`config.mk`:
```
export PLATFORM = sky130hd
export DESIGN_NAME = pool_fmap_flattener
export DESIGN_NICKNAME = d
export VERILOG_FILES = /design/src/rtl/cnn_pkg.sv /design/src/rtl/fmap_bank.sv /design/src/rtl/pool_fmap_flattener.sv
export SDC_FILE = /design/constraint.sdc
export NUM_CORES = 2
export LEC_CHECK = 0
export BUFFER_PORTS_ARGS = -buffer_cell sky130_fd_sc_hd__buf_2
export CAP_MARGIN = 0
export CORE_ASPECT_RATIO = 1.5
export CORE_MARGIN = 1
export CORE_UTILIZATION = 34
export DETAILED_ROUTE_END_ITERATION = 16
export PLACE_DENSITY_LB_ADDON = 0.08
export SYNTH_ARGS = -nofsm -noshare
export SYNTH_HDL_FRONTEND = slang
export SYNTH_HIERARCHICAL = 1
export SYNTH_MEMORY_MAX_BITS = 65536
export SYNTH_SLANG_ARGS = --single-unit
```
`constraint.sdc`:
```
create_clock -name clk -period 15.3 [get_ports clk]
set_input_delay 1.53 -clock clk [delete_from_list [all_inputs] [get_ports clk]]
set_output_delay 1.53 -clock clk [all_outputs]
set_load 0.03 [all_outputs]
```
`src/rtl/cnn_pkg.sv`:
```
// Shared CNN datapath types: FP16 element, pooled-map geometry and the bank states.
package cnn_pkg;

  localparam int FP16_W     = 16;
  localparam int POOL_ROW_W = 12;
  localparam int POOL_ROWS  = 12;

  typedef logic [FP16_W-1:0] fp16_t;

  typedef enum logic [1:0] {
    BANK_EMPTY   = 2'd0,
    BANK_FILLING = 2'd1,
    BANK_FULL    = 2'd2
  } bank_state_e;

endpackage

```
`src/rtl/fmap_bank.sv`:
```
// One feature-map buffer: whole-row writes from pooling, single-element reads towards FC.
module fmap_bank
  import cnn_pkg::*;
#(
  parameter  int ROW_W     = POOL_ROW_W,
  parameter  int NUM_ROWS  = POOL_ROWS,
  parameter  int DATA_W    = FP16_W,
  localparam int ROW_IDX_W = $clog2(NUM_ROWS),
  localparam int COL_W     = $clog2(ROW_W)
) (
  input  logic                    clk,
  input  logic                    wr_en,
  input  logic [ROW_IDX_W-1:0]    wr_row,
  input  logic [ROW_W*DATA_W-1:0] wr_data,
  input  logic [ROW_IDX_W-1:0]    rd_row,
  input  logic [COL_W-1:0]        rd_col,
  output logic [DATA_W-1:0]       rd_data
);

  // Storage is deliberately not reset; the bank state in the top qualifies its contents.
  logic [ROW_W-1:0][DATA_W-1:0] mem_r [NUM_ROWS];

  // Row write port
  always_ff @(posedge clk) begin
    if (wr_en) begin
      mem_r[wr_row] <= wr_data;
    end
  end

  assign rd_data = mem_r[rd_row][rd_col];

endmodule

```
`src/rtl/pool_fmap_flattener.sv`:
```
// Ping-pong row collector that flattens each pooled feature map into a row-major element stream.
module pool_fmap_flattener
  import cnn_pkg::*;
#(
  parameter  int ROW_W    = POOL_ROW_W,
  parameter  int NUM_ROWS = POOL_ROWS,
  parameter  int DATA_W   = FP16_W,
  localparam int IDX_W    = $clog2(ROW_W*NUM_ROWS)
) (
  input  logic                    clk,
  input  logic                    rst,
  input  logic                    in_valid,
  input  logic [ROW_W*DATA_W-1:0] in_row,
  output logic                    out_valid,
  input  logic                    out_ready,
  output logic [DATA_W-1:0]       out_data,
  output logic                    out_last,
  output logic [IDX_W-1:0]        out_index,
  output logic                    overflow
);

  localparam int ROW_IDX_W = $clog2(NUM_ROWS);
  localparam int COL_W     = $clog2(ROW_W);
  localparam logic [ROW_IDX_W-1:0] LAST_ROW = ROW_IDX_W'(NUM_ROWS-1);
  localparam logic [COL_W-1:0]     LAST_COL = COL_W'(ROW_W-1);

  bank_state_e            bank_state_r [2];
  logic                   wr_bank_r;
  logic [ROW_IDX_W-1:0]   wr_row_r;
  logic                   rd_bank_r;
  logic [ROW_IDX_W-1:0]   rd_row_r;
  logic [COL_W-1:0]       rd_col_r;
  logic [IDX_W-1:0]       rd_idx_r;
  logic                   overflow_r;

  logic                   wr_ok_s;
  logic                   wr_last_s;
  logic                   rd_valid_s;
  logic                   rd_at_last_s;
  logic                   beat_s;
  logic                   drain_done_s;
  logic [DATA_W-1:0]      bank_rd_data_s [2];

  // Write acceptance and read handshake decode, all from pre-edge register state
  always_comb begin
    wr_ok_s      = 1'b0;
    wr_last_s    = 1'b0;
    rd_valid_s   = 1'b0;
    rd_at_last_s = 1'b0;
    beat_s       = 1'b0;
    drain_done_s = 1'b0;
    if (in_valid && (bank_state_r[wr_bank_r] != BANK_FULL)) begin
      wr_ok_s = 1'b1;
    end else begin
      wr_ok_s = 1'b0;
    end
    wr_last_s    = wr_ok_s && (wr_row_r == LAST_ROW);
    rd_valid_s   = (bank_state_r[rd_bank_r] == BANK_FULL);
    rd_at_last_s = (rd_row_r == LAST_ROW) && (rd_col_r == LAST_COL);
    beat_s       = rd_valid_s && out_ready;
    drain_done_s = beat_s && rd_at_last_s;
  end

  for (genvar b = 0; b < 2; b++) begin : g_bank
    fmap_bank #(
      .ROW_W   (ROW_W),
      .NUM_ROWS(NUM_ROWS),
      .DATA_W  (DATA_W)
    ) u_bank (
      .clk    (clk),
      .wr_en  (wr_ok_s && (wr_bank_r == 1'(b))),
      .wr_row (wr_row_r),
      .wr_data(in_row),
      .rd_row (rd_row_r),
      .rd_col (rd_col_r),
      .rd_data(bank_rd_data_s[b])
    );
  end

  // Per-bank lifecycle; a write and a drain never target the same bank on one edge
  always_ff @(posedge clk or posedge rst) begin
    if (rst) begin
      for (int b = 0; b < 2; b++) begin
        bank_state_r[b] <= BANK_EMPTY;
      end
    end else begin
      for (int b = 0; b < 2; b++) begin
        if (wr_ok_s && (wr_bank_r == 1'(b))) begin
          bank_state_r[b] <= wr_last_s ? BANK_FULL : BANK_FILLING;
        end else if (drain_done_s && (rd_bank_r == 1'(b))) begin
          bank_state_r[b] <= BANK_EMPTY;
        end
      end
    end
  end

  // Write pointers; a row hitting a FULL bank is lost and flagged until reset
  always_ff @(posedge clk or posedge rst) begin
    if (rst) begin
      wr_bank_r  <= 1'b0;
      wr_row_r   <= '0;
      overflow_r <= 1'b0;
    end else begin
      if (wr_ok_s) begin
        if (wr_last_s) begin
          wr_row_r  <= '0;
          wr_bank_r <= ~wr_bank_r;
        end else begin
          wr_row_r <= wr_row_r + 1'b1;
        end
      end
      if (in_valid && !wr_ok_s) begin
        overflow_r <= 1'b1;
      end
    end
  end

  // Read pointers advance only on an accepted beat
  always_ff @(posedge clk or posedge rst) begin
    if (rst) begin
      rd_bank_r <= 1'b0;
      rd_row_r  <= '0;
      rd_col_r  <= '0;
      rd_idx_r  <= '0;
    end else if (beat_s) begin
      if (rd_at_last_s) begin
        rd_bank_r <= ~rd_bank_r;
        rd_row_r  <= '0;
        rd_col_r  <= '0;
        rd_idx_r  <= '0;
      end else begin
        rd_idx_r <= rd_idx_r + 1'b1;
        if (rd_col_r == LAST_COL) begin
          rd_col_r <= '0;
          rd_row_r <= rd_row_r + 1'b1;
        end else begin
          rd_col_r <= rd_col_r + 1'b1;
        end
      end
    end
  end

  assign out_valid = rd_valid_s;
  assign out_data  = rd_valid_s ? bank_rd_data_s[rd_bank_r] : '0;
  assign out_last  = rd_valid_s && rd_at_last_s;
  assign out_index = rd_idx_r;
  assign overflow  = overflow_r;

endmodule
```
Yosys cells after proc, flatten, opt, wreduce, memory -nomap -nowiden
Memories as Yosys holds them, arrays and structs flattened.
Cells that the tools add are included.
- register bits: 27
- latch bits: 0
- memory bits (writable): 4608
- bits in read-only memories: 0
- input port bits: 196
- output and inout bits: 27
- word-level logic and storage cells: 75
- memories kept: 2
- memories (memory ; words ; bits a word ; rd ports ; clocked after Yosys merged registers in ; wr ports ; line ; source):
    g_bank[0].u_bank.mem_r ; 12 ; 192 ; 1 ; 0 ; 1 ; fmap_bank.sv:21 ; logic [ROW_W-1:0][DATA_W-1:0] mem_r [NUM_ROWS];
    g_bank[1].u_bank.mem_r ; 12 ; 192 ; 1 ; 0 ; 1 ; fmap_bank.sv:21 ;
- add/sub/neg operators: 4
- multipliers: 0
- divide/modulo/power cells: 0
- $lt $le $gt $ge: 3
- equality and inequality tests: 5
- shift operators: 0
- mux-type cells: 30
- bitwise gates (word level): 4
- reduce and logical (&&, ||, !) cells: 18
- operators by type and width (operator ; number):
    $bmux W16 S4 ; 2
    $mux W16 ; 6
    $mux W2 ; 11
    $mux W4 ; 5
    $add A4 B1 Y4 const B ; 3
    $eq A4 B4 Y1 const B ; 3
    $logic_and A1 B1 Y1 ; 11
    $add A8 B1 Y8 const B ; 1
    $mux W8 ; 1
    $reduce_and A2 Y1 ; 3
    $reduce_bool A2 Y1 ; 3
    $lt A4 B5 Y1 const B ; 1
    $mux W1 ; 5
    $ge A2 B2 Y1 const B ; 2
    $not A1 Y2 ; 2
    $eq A2 B2 Y1 const B ; 1
    $ne A2 B2 Y1 const B ; 1
    $not A1 Y1 ; 2
    $logic_not A1 Y1 ; 1

Logic depth before layout (Yosys ltp)
- depth after elaboration: 10
- depth in mapped cells: 14
- depth with buffers taken out: 8

By module
Netlist, hierarchy kept.
- by module, submodules not included (module ; instances ; cells an instance ; area an instance (sq um) ; seq. area each (sq um)):
    fmap_bank (g_bank[0].u_bank) ; 1 ; 4024 ; 88481.1 ; 69186.4
    fmap_bank (g_bank[1].u_bank) ; 1 ; 3818 ; 88202.1 ; 69186.4
    pool_fmap_flattener ; 1 ; 177 ; 1651.6 ; 675.6

Worst setup path before layout
No wires, ideal clock.
- path type: input-to-reg
- start: input in_valid
- end: memory g_bank[1].u_bank/mem_r[0][0] (netlist bit) (enable)
- setup time: 0.979 ns
- data arrival time: 15.273 ns
- required time: 14.321 ns
- path slack: -0.952 ns
- cell stages on the path: 4
- buffers on the path: 0
- cell sequence: nand2_1 a21oi_1 or3b_2 nor3_1
- longest elaborated chain between the ends: 5
- RTL lines (what ; line ; source):
    from (decl) ; pool_fmap_flattener.sv:12 ; input logic in_valid,
    $logic_and A1 B1 Y1 ; pool_fmap_flattener.sv:52 ; if (in_valid && (bank_state_r[wr_bank_r] != BANK_FULL)) begin
    $mux W1 ; pool_fmap_flattener.sv:52 ;
    $logic_and A1 B1 Y1 ; pool_fmap_flattener.sv:71 ; .wr_en (wr_ok_s && (wr_bank_r == 1'(b))),
    $mux W1 ; fmap_bank.sv:25 ; if (wr_en) begin
    $mux W1 (implied by the code) ; fmap_bank.sv:26 ; mem_r[wr_row] <= wr_data;
    to (decl) ; fmap_bank.sv:21 ;
Every way passes these cells.

==> reports/metrics.csv <==
stage,metric,value,unit
status,status,"finished, violations left",
status,violated checks,max-slew violations,
run,max-cap viol count,0,
timing,hold slack final,0.5453,ns
grt,first-pass GRT wire length,866600,µm
drt,drc violations,0,
cells_and_area,Final nets,8782,
critical_path,CP most frequent cell,buf_4,
clock_network,Num CTS Buffers,466,
drt,Post-DRT Antenna Nets,0,
power_and_ir_drop,Sequential Power Share,50.8,%
grt,GR Util All Layers,24.62,%
power_and_ir_drop,maximum vdd drop,106.2,µV
drt,Detailed Routing Iterations Pass 1,5,
drt,Vias/cell,5.635,
yosys,warnings from Yosys,6,
grt,pin count of the biggest net entering global routing,108,
cells_and_area,area delta synth->final,14.32,%
power_and_ir_drop,switching power total,7.664,mW
critical_path,critical-path cell list,buf_12 -> buf_4 -> buf_4 -> mux4_2 -> mux2i_1 -> nand2_1 -> a221oi_1 -> o311ai_0 -> mux2i_1 -> buf_4 -> nor2_1 -> buf_2,
place,port buffer count,222,
critical_path,Startpoint Class,flop,
timing,post-route minimum period,9.081,ns
clock_network,clock-pin slew on the worst setup and hold paths,0.07,ns
critical_path,CP Max Fanout,76,
cells_and_area,final core occ,39.05,%
grt,vias in the first global route,92426,
drt,Avg WL per Cell,40.94,µm
power_and_ir_drop,leak pwr,61.73,nW
cells_and_area,most frequent cells in the layout,"4608 x edfxtp_1, 1064 x mux4_2, 469 x clkbuf_16",
yosys,share of flip-flops with an asynchronous set or reset,0.5825,%
clock_network,hold_buf cts,0,
yosys,syn_nets,8219,
yosys,Syn Inst Count,8019,
timing,headroom to the max-slew limit,-1.531,%
power_and_ir_drop,cell internal pwr,21.98,mW
drt,routed vias,89949,
yosys,largest family of logic cells by synthesized area,multiplexers,
drt,Initial DRC Count,9581,
critical_path,Slowest cell on crit path,a221oi_1,
hold_path,min-delay worst type,reg -> reg,
power_and_ir_drop,Sw Share,25.86,%
timing,"Setup violations, final",0,
critical_path,crit path DAT,7.55,ns
power_and_ir_drop,Cell Pwr Density,145.4,nW/µm²
yosys,Simple-Gate Fraction of Synth Area,2.040,%
cells_and_area,share of cells above drive strength 1,27.13,%
grt,initial antenna violation count,157,
yosys,xor/xnor share of the synthesized area,0.004911,%
critical_path,CP bufs+invs,5,
floorplan,die footprint,527500,µm²
yosys,Synth Area in Adders,0.02806,%
floorplan,Ports,223,
floorplan,Row Count,325,
yosys,Post-synth top flop,edfxtp_1,
clock_network,CTS max path bufs,4,
clock_network,setup bufs post-CTS,0,
clock_network,CTS tree,done,
yosys,#FFs+latches synth,4635,
clock_network,Root Driver,clkbuf_16,
drt,final WL,653400,µm
critical_path,Crit Path Category,reg -> out,
yosys,"Seq/Total Area, Yosys",77.97,%
floorplan,Die Width,593.3,µm
floorplan,DIE HEIGHT,889,µm
yosys,Post-Syn Area,178300,µm²
yosys,Avg Synthesized Cell Area,22.24,µm²
yosys,Synth Area in Compound Gates,2.601,%
floorplan,core box area,522100,µm²
timing,Fin Clk Skew,0.06747,ns
place,GP Congestion,0.7928,
timing,fmax,0.1101,GHz
timing,Setup Total Neg Slack,0,ns
yosys,Post-synth EDFFs,4608,
timing,Worst-Margin Slew,1.523,ns
yosys,Synth cell types,81,
power_and_ir_drop,Comb power frac,10.4,%
timing,"Slew Viols, Final",15,
timing,RSZ-0062 raised after global routing,no,
critical_path,"delay-heaviest family, CP",buffers and inverters,
clock_network,Clock Latency Late Sink,1.11,ns
critical_path,Critical Path RT,13.77,ns
timing,"Hold Violations, Final",0,
critical_path,"slowest stage delay, CP",0.88,ns
power_and_ir_drop,Clk pwr share,38.7,%
clock_network,clk sinks,4635,
critical_path,Worst Setup End Kind,output port,
place,DP HPWL,390400,µm
yosys,mux share of post-synthesis cell area,15.84,%
floorplan,Initial Utilization,34.16,%
clock_network,cts repair resizes,0,
timing,Tcrit/Tclk final,59.35,%
clock_network,# H-tree levels,5,
grt,grt ovf,0,
cells_and_area,"most common cell after layout, fill and taps aside",edfxtp_1,
[synthesized netlist by cell type (all sizes together), types with 5 or more instances]
| master | count | share of area, % |
|---|---|---|
| and3 | 14 | 0.052 |
| nand3b | 8 | 0.034 |
| a21o | 8 | 0.034 |
| inv | 15 | 0.032 |
| buf | 288 | 1.2 |
| nor3 | 42 | 0.12 |
| a211o | 6 | 0.029 |
| nor2 | 157 | 0.33 |
| and2 | 22 | 0.079 |
| a221oi | 42 | 0.21 |
| o31ai | 11 | 0.046 |
| a311oi | 7 | 0.034 |
| a32o | 6 | 0.034 |
| a31oi | 48 | 0.17 |
| a21oi | 75 | 0.21 |
| nand4 | 25 | 0.088 |
| o22a | 5 | 0.025 |
| o41ai | 6 | 0.029 |
| o32ai | 9 | 0.044 |
| nor2b | 34 | 0.12 |
| clkbuf | 149 | 0.31 |
| a2111oi | 16 | 0.082 |
| dfrtp | 27 | 0.38 |
| o21ai | 102 | 0.29 |
| a211oi | 36 | 0.15 |
| or3 | 8 | 0.028 |
| nand2 | 325 | 0.68 |
| o2111ai | 11 | 0.054 |
| o311ai | 11 | 0.058 |
| nor4 | 13 | 0.046 |
| nand3 | 82 | 0.23 |
| a22o | 12 | 0.059 |
| mux4 | 1068 | 13 |
| or2 | 11 | 0.039 |
| mux2i | 338 | 1.9 |
| nor3b | 5 | 0.021 |
| a22oi | 82 | 0.35 |
| o22ai | 75 | 0.26 |
| edfxtp | 4608 | 78 |
| o221ai | 25 | 0.12 |
| mux2 | 70 | 0.45 |
| o211ai | 22 | 0.093 |
| a32oi | 26 | 0.13 |
| nand2b | 31 | 0.11 |
[state kept, by name (all words and copies together), names as in the netlist]
signal               cells
wr_row_r                 4
rd_row_r                 4
overflow                 1
rd_bank_r                1
g_bank.u_bank/mem_r   4608
rd_col_r                 4
wr_bank_r                1
out_index                8
bank_state_r             4
[final cells by class]
| class | count | area, µm² |
|---|---|---|
| fill | 47073 | 318300 |
| sequential | 4635 | 139100 |
| multi-input combinational | 2931 | 37040 |
| clock buffer | 567 | 12100 |
| tap | 6867 | 8592 |
| timing repair buffer | 532 | 3811 |
| clock inverter | 294 | 2858 |
| antenna | 120 | 300.3 |
| inverter | 16 | 85.08 |
[per-layer routing]
layer,track usage (%),vias to the layer above,part of all wire (%)
li1,-,35330,-
met1,30.53,50490,39
met2,43.85,3231,52
met3,3.371,864,5.3
met4,8.598,34,3.8
met5,0,-,0.034
[path summary, 6_finish.rpt]
check	end	slack (ns)	cells past startpoint	from
worst min register to register	bank_state_r[0]	0.55	1	bank_state_r[0]
worst min-delay path	bank_state_r[0]	0.55	1	bank_state_r[0]
worst max register to register	g_bank[0].u_bank/mem_r[7][24]	10.60	5	wr_row_r[0]
worst max-delay path	out_data[15]	6.22	12	rd_row_r[0]
min in group asynchronous	out_index[5]	0.60	3	rst
max in group asynchronous	rd_col_r[0]	14.22	3	rst
[kinds of logic after synthesis]
kind of cell | Yosys count
xor+xnor | 1
mux | 1476
buf+inv | 453
simple gates | 790
fa+ha+maj | 4
flops | 4635
compound gates | 660
[power groups by stage]
stage	Clock [mW]	Combinational, mW	Sequential [mW]
after floorplan	0	1.18	15.5
after global placement	0	3.15	15.3
after detailed placement	0	3.17	15.3
after CTS	11.7	3.17	15.1
after global routing	12.1	3.17	15.1
final	11.5	3.09	15.1
[through the flow]
| step | instance area [µm²] | power (mW) | setup slack [ns] | cells |
|---|---|---|---|---|
| after global placement | 188600 | 18.45 | 7.164 | 14980 |
| after CTS | 203600 | 29.95 | 5.984 | 15842 |
| after detailed placement | 188600 | 18.51 | 7.179 | 14981 |
| final | 203900 | 29.64 | 6.219 | 15962 |
| after floorplan | 178400 | 16.70 | 4.231 | 8019 |
| after global routing | 203800 | 30.42 | 5.926 | 15922 |
No activity file was read; power rests on OpenSTA's default activity.
